<file path="src/rtl/excp_commit.sv">
// +------------------------------------------------------------------------+
// | Module   : excp_commit                                                 |
// | Purpose  : Commit-stage exception/ERTN handler driving CSR strobes,    |
// |            pipeline flush and a fetch redirect handshake.              |
// | Revision : 1.0 - initial release                                       |
// +------------------------------------------------------------------------+
`default_nettype none

module excp_commit #(
  parameter int DRAIN_CYCLES = 2
) (
  input  logic        clk,
  input  logic        reset,
  input  logic        wb_valid,
  input  logic [31:0] wb_pc,
  input  logic [4:0]  wb_excp,
  input  logic        wb_ertn,
  output logic        wb_ready,
  output logic        commit_valid,
  input  logic        has_int,
  input  logic [31:0] eentry,
  input  logic [31:0] era,
  output logic        excp_flush,
  output logic        ertn_flush,
  output logic [31:0] era_in,
  output logic [5:0]  ecode_in,
  output logic [8:0]  esubcode_in,
  output logic        flush_pipe,
  output logic        redirect_valid,
  input  logic        redirect_ready,
  output logic [31:0] redirect_pc
);

  typedef enum logic [1:0] {
    S_IDLE     = 2'd0,
    S_FLUSH    = 2'd1,
    S_REDIRECT = 2'd2,
    S_DRAIN    = 2'd3
  } state_t;

  localparam logic [3:0] c_drain_load = 4'(DRAIN_CYCLES - 1);

  localparam logic [5:0] c_ecode_int  = 6'h00;
  localparam logic [5:0] c_ecode_adef = 6'h08;
  localparam logic [5:0] c_ecode_ine  = 6'h0D;
  localparam logic [5:0] c_ecode_sys  = 6'h0B;
  localparam logic [5:0] c_ecode_brk  = 6'h0C;
  localparam logic [5:0] c_ecode_ale  = 6'h09;
  localparam logic [5:0] c_ecode_none = 6'h00;

  state_t      r_state;
  state_t      w_state_nxt;
  logic [31:0] r_era;
  logic [5:0]  r_ecode;
  logic [8:0]  r_esubcode;
  logic        r_is_ertn;
  logic [31:0] r_redirect_pc;
  logic [3:0]  r_cnt;

  logic        w_idle;
  logic        w_event;
  logic        w_accept;
  logic [5:0]  w_ecode;
  logic        w_is_ertn;
  logic        w_unused_eentry;

  // The entry vector is 64-byte aligned; its low bits never reach fetch.
  assign w_unused_eentry = ^eentry[5:0];

  assign w_idle   = (r_state == S_IDLE);
  assign w_event  = wb_valid & (has_int | (|wb_excp) | wb_ertn);
  assign w_accept = w_idle & ~reset & w_event;

  // Interrupt outranks every exception; any exception suppresses ERTN.
  always_comb begin
    w_ecode   = c_ecode_none;
    w_is_ertn = 1'b0;
    if (has_int)         w_ecode = c_ecode_int;
    else if (wb_excp[4]) w_ecode = c_ecode_adef;
    else if (wb_excp[3]) w_ecode = c_ecode_ine;
    else if (wb_excp[2]) w_ecode = c_ecode_sys;
    else if (wb_excp[1]) w_ecode = c_ecode_brk;
    else if (wb_excp[0]) w_ecode = c_ecode_ale;
    else                 w_is_ertn = wb_ertn;
  end

  always_ff @(posedge clk) begin
    if (reset) begin
      r_state       <= S_IDLE;
      r_era         <= '0;
      r_ecode       <= '0;
      r_esubcode    <= '0;
      r_is_ertn     <= 1'b0;
      r_redirect_pc <= '0;
      r_cnt         <= '0;
    end else begin
      r_state <= w_state_nxt;
      if (w_accept) begin
        r_era      <= wb_pc;
        r_ecode    <= w_ecode;
        r_esubcode <= 9'd0;
        r_is_ertn  <= w_is_ertn;
      end
      if (r_state == S_FLUSH)
        r_redirect_pc <= r_is_ertn ? era : {eentry[31:6], 6'b0};
      if ((r_state == S_REDIRECT) && redirect_ready)
        r_cnt <= c_drain_load;
      else if ((r_state == S_DRAIN) && (r_cnt != 4'd0))
        r_cnt <= r_cnt - 4'd1;
    end
  end

  always_comb begin
    w_state_nxt    = r_state;
    wb_ready       = 1'b0;
    commit_valid   = 1'b0;
    excp_flush     = 1'b0;
    ertn_flush     = 1'b0;
    flush_pipe     = 1'b0;
    redirect_valid = 1'b0;
    era_in         = '0;
    ecode_in       = '0;
    esubcode_in    = '0;
    redirect_pc    = '0;

    case (r_state)
      S_IDLE:     if (w_event) w_state_nxt = S_FLUSH;
      S_FLUSH:    w_state_nxt = S_REDIRECT;
      S_REDIRECT: if (redirect_ready) w_state_nxt = S_DRAIN;
      S_DRAIN:    if (r_cnt == 4'd0) w_state_nxt = S_IDLE;
      default:    w_state_nxt = S_IDLE;
    endcase

    // Every output is forced quiet while reset is held, not just after it.
    if (!reset) begin
      wb_ready       = w_idle;
      commit_valid   = wb_valid & w_idle & ~has_int & ~(|wb_excp) & ~wb_ertn;
      excp_flush     = (r_state == S_FLUSH) & ~r_is_ertn;
      ertn_flush     = (r_state == S_FLUSH) &  r_is_ertn;
      flush_pipe     = ~w_idle;
      redirect_valid = (r_state == S_REDIRECT);
      era_in         = r_era;
      ecode_in       = r_ecode;
      esubcode_in    = r_esubcode;
      redirect_pc    = r_redirect_pc;
    end
  end

endmodule

`default_nettype wire

</file>
<file path="config.mk">
export PLATFORM = sky130hd
export DESIGN_NAME = excp_commit
export DESIGN_NICKNAME = d
export VERILOG_FILES = /design/src/rtl/excp_commit.sv
export SDC_FILE = /design/constraint.sdc
export NUM_CORES = 1
export LEC_CHECK = 0
export ABC_AREA = 1
export ABC_CLOCK_PERIOD_IN_PS = 4200
export BUFFER_PORTS_ARGS = -buffer_cell sky130_fd_sc_hd__buf_2
export CAP_MARGIN = 20
export CORE_MARGIN = 1.5
export CORE_UTILIZATION = 35
export CTS_BUF_LIST = sky130_fd_sc_hd__clkbuf_16
export CTS_CLUSTER_DIAMETER = 30
export DETAILED_ROUTE_END_ITERATION = 10
export PLACE_DENSITY_LB_ADDON = 0.05
export SLEW_MARGIN = 30
export SYNTH_ARGS = -nofsm -noshare
export SYNTH_HDL_FRONTEND = slang
export SYNTH_SLANG_ARGS = --single-unit
</file>
<file path="constraint.sdc">
create_clock -name clk -period 4.2 [get_ports clk]
set_input_delay 0.42 -clock clk [delete_from_list [all_inputs] [get_ports clk]]
set_output_delay 0.42 -clock clk [all_outputs]
set_load 0.005 [all_outputs]
</file>
==> impl_metrics.toml <==
[worst_setup_path]
worst_setup_path_endpoint = "ertn_flush"
critPathLaunch = "r_state[1]$_SDFFE_PP0P_"
reg2reg_to = "r_redirect_pc[31]$_SDFFE_PP0N_"
crit_start_category = "register"
largest_delay_contributor_family_on_the_critical_path = "buffers and inverters"
r2r_setup_slack_ns = 1.90
setup.worst_path.class = "reg2out"
worst-endpoint-arrival_ns = 2.33
path_max_fanout = 21
timing.critical_path.depth = 6
timing.critical_path.slowest_cell_delay_ns = 0.67
critPathBufInv = 4
r2r.worst_path.cells = 8
crit_path_top_delay_cell = "nor3_2"
worstPathRequired_ns = 3.78
launch_instance_of_the_worst_register_to_register_path = "r_state[1]$_SDFFE_PP0P_"
cp_common_cell = "inv_1"
path_cells = "inv_1 > ha_1 > buf_4 > inv_1 > nor3_2 > buf_2"
worst_setup_ep_type = "output pin"

[finish]
layout.nets = 789
multi_input_comb_area_mm2 = 0.00152
layout-drive-gt1-share_pct = 29.5
areaGrowthSynthToFinish_pct = 33.3
insertedDiodeCount = 0
fin_area_mm2 = 0.00479
sequential_standard_cell_area_mm2 = 0.00150
fillers = 1038
stdcell_count = 814

[clock_network]
cts.root.buffer_cell = "clkbuf_16"
cts.sinks = 75
clk_path_buf_depth = 2
post_cts.repair.setup_buffers = 0
ctsHoldBuffers = 0
cts_max_level = 3
clk-insertion-delay-late_ns = 0.33
cts_buffers = 9
path_clk_slew_ns = 0.06
post_cts_resized = 0
tritoncts_clock_tree = "done"

[timing]
slew_viol_final = 0
unrepaired_setup_endpoints_after_global_routing = "false"
worst_pin_slew_ns = 0.730
period_share_pct = 65.6
finalCriticalPeriod_ns = 2.75
clock_skew_ns = 0.00624
finalSetupTns_ns = 0
slew_headroom_pct = 51.1
report.final.hold_viol_count = 0
max_freq_mhz = 363
finalSetupViolations = 0

[synthesis]
synthArstFlopShare_pct = 0
number_of_flip_flops_and_latches_in_the_synthesized_netlist = 75
warnings_synthesis = 0
post_synth_main_area_contributors = "dfxtp_1 42%, inv_1 9.9%, nor2_1 9.5%"
post-synth-top-area-fraction_pct = 41.8
synth_top_area_cell = "dfxtp_1"
syn-cell-area_mm2 = 0.00360
synth.distinct_cells = 27
synth_enable_flop_cells = 0
syn-instance-count = 516
synth_top_flop_cell = "dfxtp_1"
avgSynthCellArea_um2 = 6.97
synth.yosys.seq_area_share_pct = 41.8

[routing]
detailroute.via_count = 3588
post_drt_via_cell_ratio = 4.41
drt-initial-drc-count = 134
total_wirelength_of_the_detailed_routed_design_mm = 9.52
wire_per_inst_um = 11.7
drc = 0
antenna_left = 0
firstDrtPassIters = 4

[global_routing]
grt_use_total_pct = 17.4
gr-total-overflow = 0
antenna_found_initial = 0
global_route_wire_length_before_repair_mm = 15.3
pin_count_of_the_biggest_net_entering_global_routing = 72
grt_pass1_vias = 3277

[run_status]
run_status = "finished, final reports clean"

[pwr]
worst_vdd_drop_mv = 0.196
power_leakage_nw = 2.44
power_density_mw_per_mm2 = 501

[hold_path]
holdCritPathClass = "in2reg"

[placement]
dp_cells = 798
detailedPlacementHpwl_mm = 6.71
portBuffers = 174
gp_routability_congestion = 0.763
place_area_mm2 = 0.00446

[floorplanning]
die_area_mm2 = 0.0109
floorplan.io_pins = 192
rows = 36
initial_utilization_pct = 36.5
core_region_area_mm2 = 0.00986
die_h_um = 104
die_w_um = 104

[job]
max_cap_violations = 0
placed cells by master, fill, tap and decap left out:
master,instances
nor2_1,91
clkinv_2,1
nor2_2,1
a31oi_1,1
o21ai_1,32
nor2_4,1
buf_2,174
inv_2,2
ha_1,6
clkbuf_16,9
nand2_4,1
nand3_1,18
a21oi_1,43
o211ai_1,21
nor3_2,1
o21ai_0,8
dfxtp_1,75
inv_1,95
nand4_2,1
buf_4,5
nand4_1,1
xor2_1,1
conb_1,11
bufinv_16,3
o31ai_2,1
a22o_1,6
clkinv_1,3
nand2_2,1
nand2_1,68
routing by layer:
metal	vias to the layer above	routed length, um	GRT usage, %
met3	6	804	6.33
met4	0	71	5.06
li1	1902	-	-
met2	127	4250	28.1
met5	-	0	0
met1	1553	4400	21.5
registers in the layout, indices dropped and copies added (netlist names):
register and flops:
r_cnt 4, r_ecode 4, r_era 32, r_is_ertn 1, r_redirect_pc 32, r_state 2
cell usage after synthesis (2+ instances only):
library cell and number:
a21oi_1 43, a22o_1 6, buf_2 21, buf_4 11
buf_6 4, clkbuf_1 4, dfxtp_1 75, ha_1 6
inv_1 95, inv_2 2, nand2_1 68, nand3_1 18
nor2_1 91, o211ai_1 21, o21ai_0 8, o21ai_1 32
worst min-delay path by stage:
stage / start / end / depth (start not counted)
after detailed placement: r_era[14]$_SDFFE_PP0P_ / r_era[14]$_SDFFE_PP0P_ / 2
after floorplan: r_era[0]$_SDFFE_PP0P_ / r_era[0]$_SDFFE_PP0P_ / 2
after global placement: r_era[13]$_SDFFE_PP0P_ / r_era[13]$_SDFFE_PP0P_ / 2
after CTS: era[11] / r_redirect_pc[11]$_SDFFE_PP0N_ / 3
final: era[11] / r_redirect_pc[11]$_SDFFE_PP0N_ / 3
after global routing: era[1] / r_redirect_pc[1]$_SDFFE_PP0N_ / 2
where the power goes:
part	internal (mW)	total [mW]	switching (mW)	leakage (nW)
combinational	0.242	0.634	0.392	1.66
sequential	0.855	0.903	0.0478	0.613
clock	0.573	0.863	0.290	0.162
final cells by class:
| class | instances | area share (%) |
|---|---|---|
| multi-input cells | 314 | 31.7 |
| flip-flops and latches | 75 | 31.3 |
| repair buffers | 179 | 19.0 |
| inverters | 97 | 7.60 |
| clock buffers | 9 | 4.70 |
| well taps | 133 | 3.47 |
| clock inverters | 7 | 2.22 |
kinds of logic after synthesis:
logic type      share of synthesized area, %
buf+inv                                 17.0
flops                                   41.8
fa+ha+maj                               2.09
compound gates                          17.9
other cells                            0.104
simple gates                            20.9
xor+xnor                               0.244
stage by stage:
stage	hold slack [ns]	utilization, %	setup slack (ns)	power [mW]
after floorplan	0.430	-	2.75	1.36
after global placement	0.439	45.2	1.79	1.54
after detailed placement	0.444	45.2	1.76	1.56
after CTS	0.298	48.6	1.40	2.44
after global routing	0.302	48.6	1.23	2.57
final	0.306	48.6	1.45	2.40
worst reg2reg max path, cell delays in order, from the launching register on:
cell	delay, ns
dfxtp_1	0.34
inv_1	0.11
ha_1	0.15
buf_4	0.23
inv_1	0.27
nor3_2	0.67
buf_4	0.30
nand2_1	0.06
o211ai_1	0.08
Power figures use the tool's default switching activity.
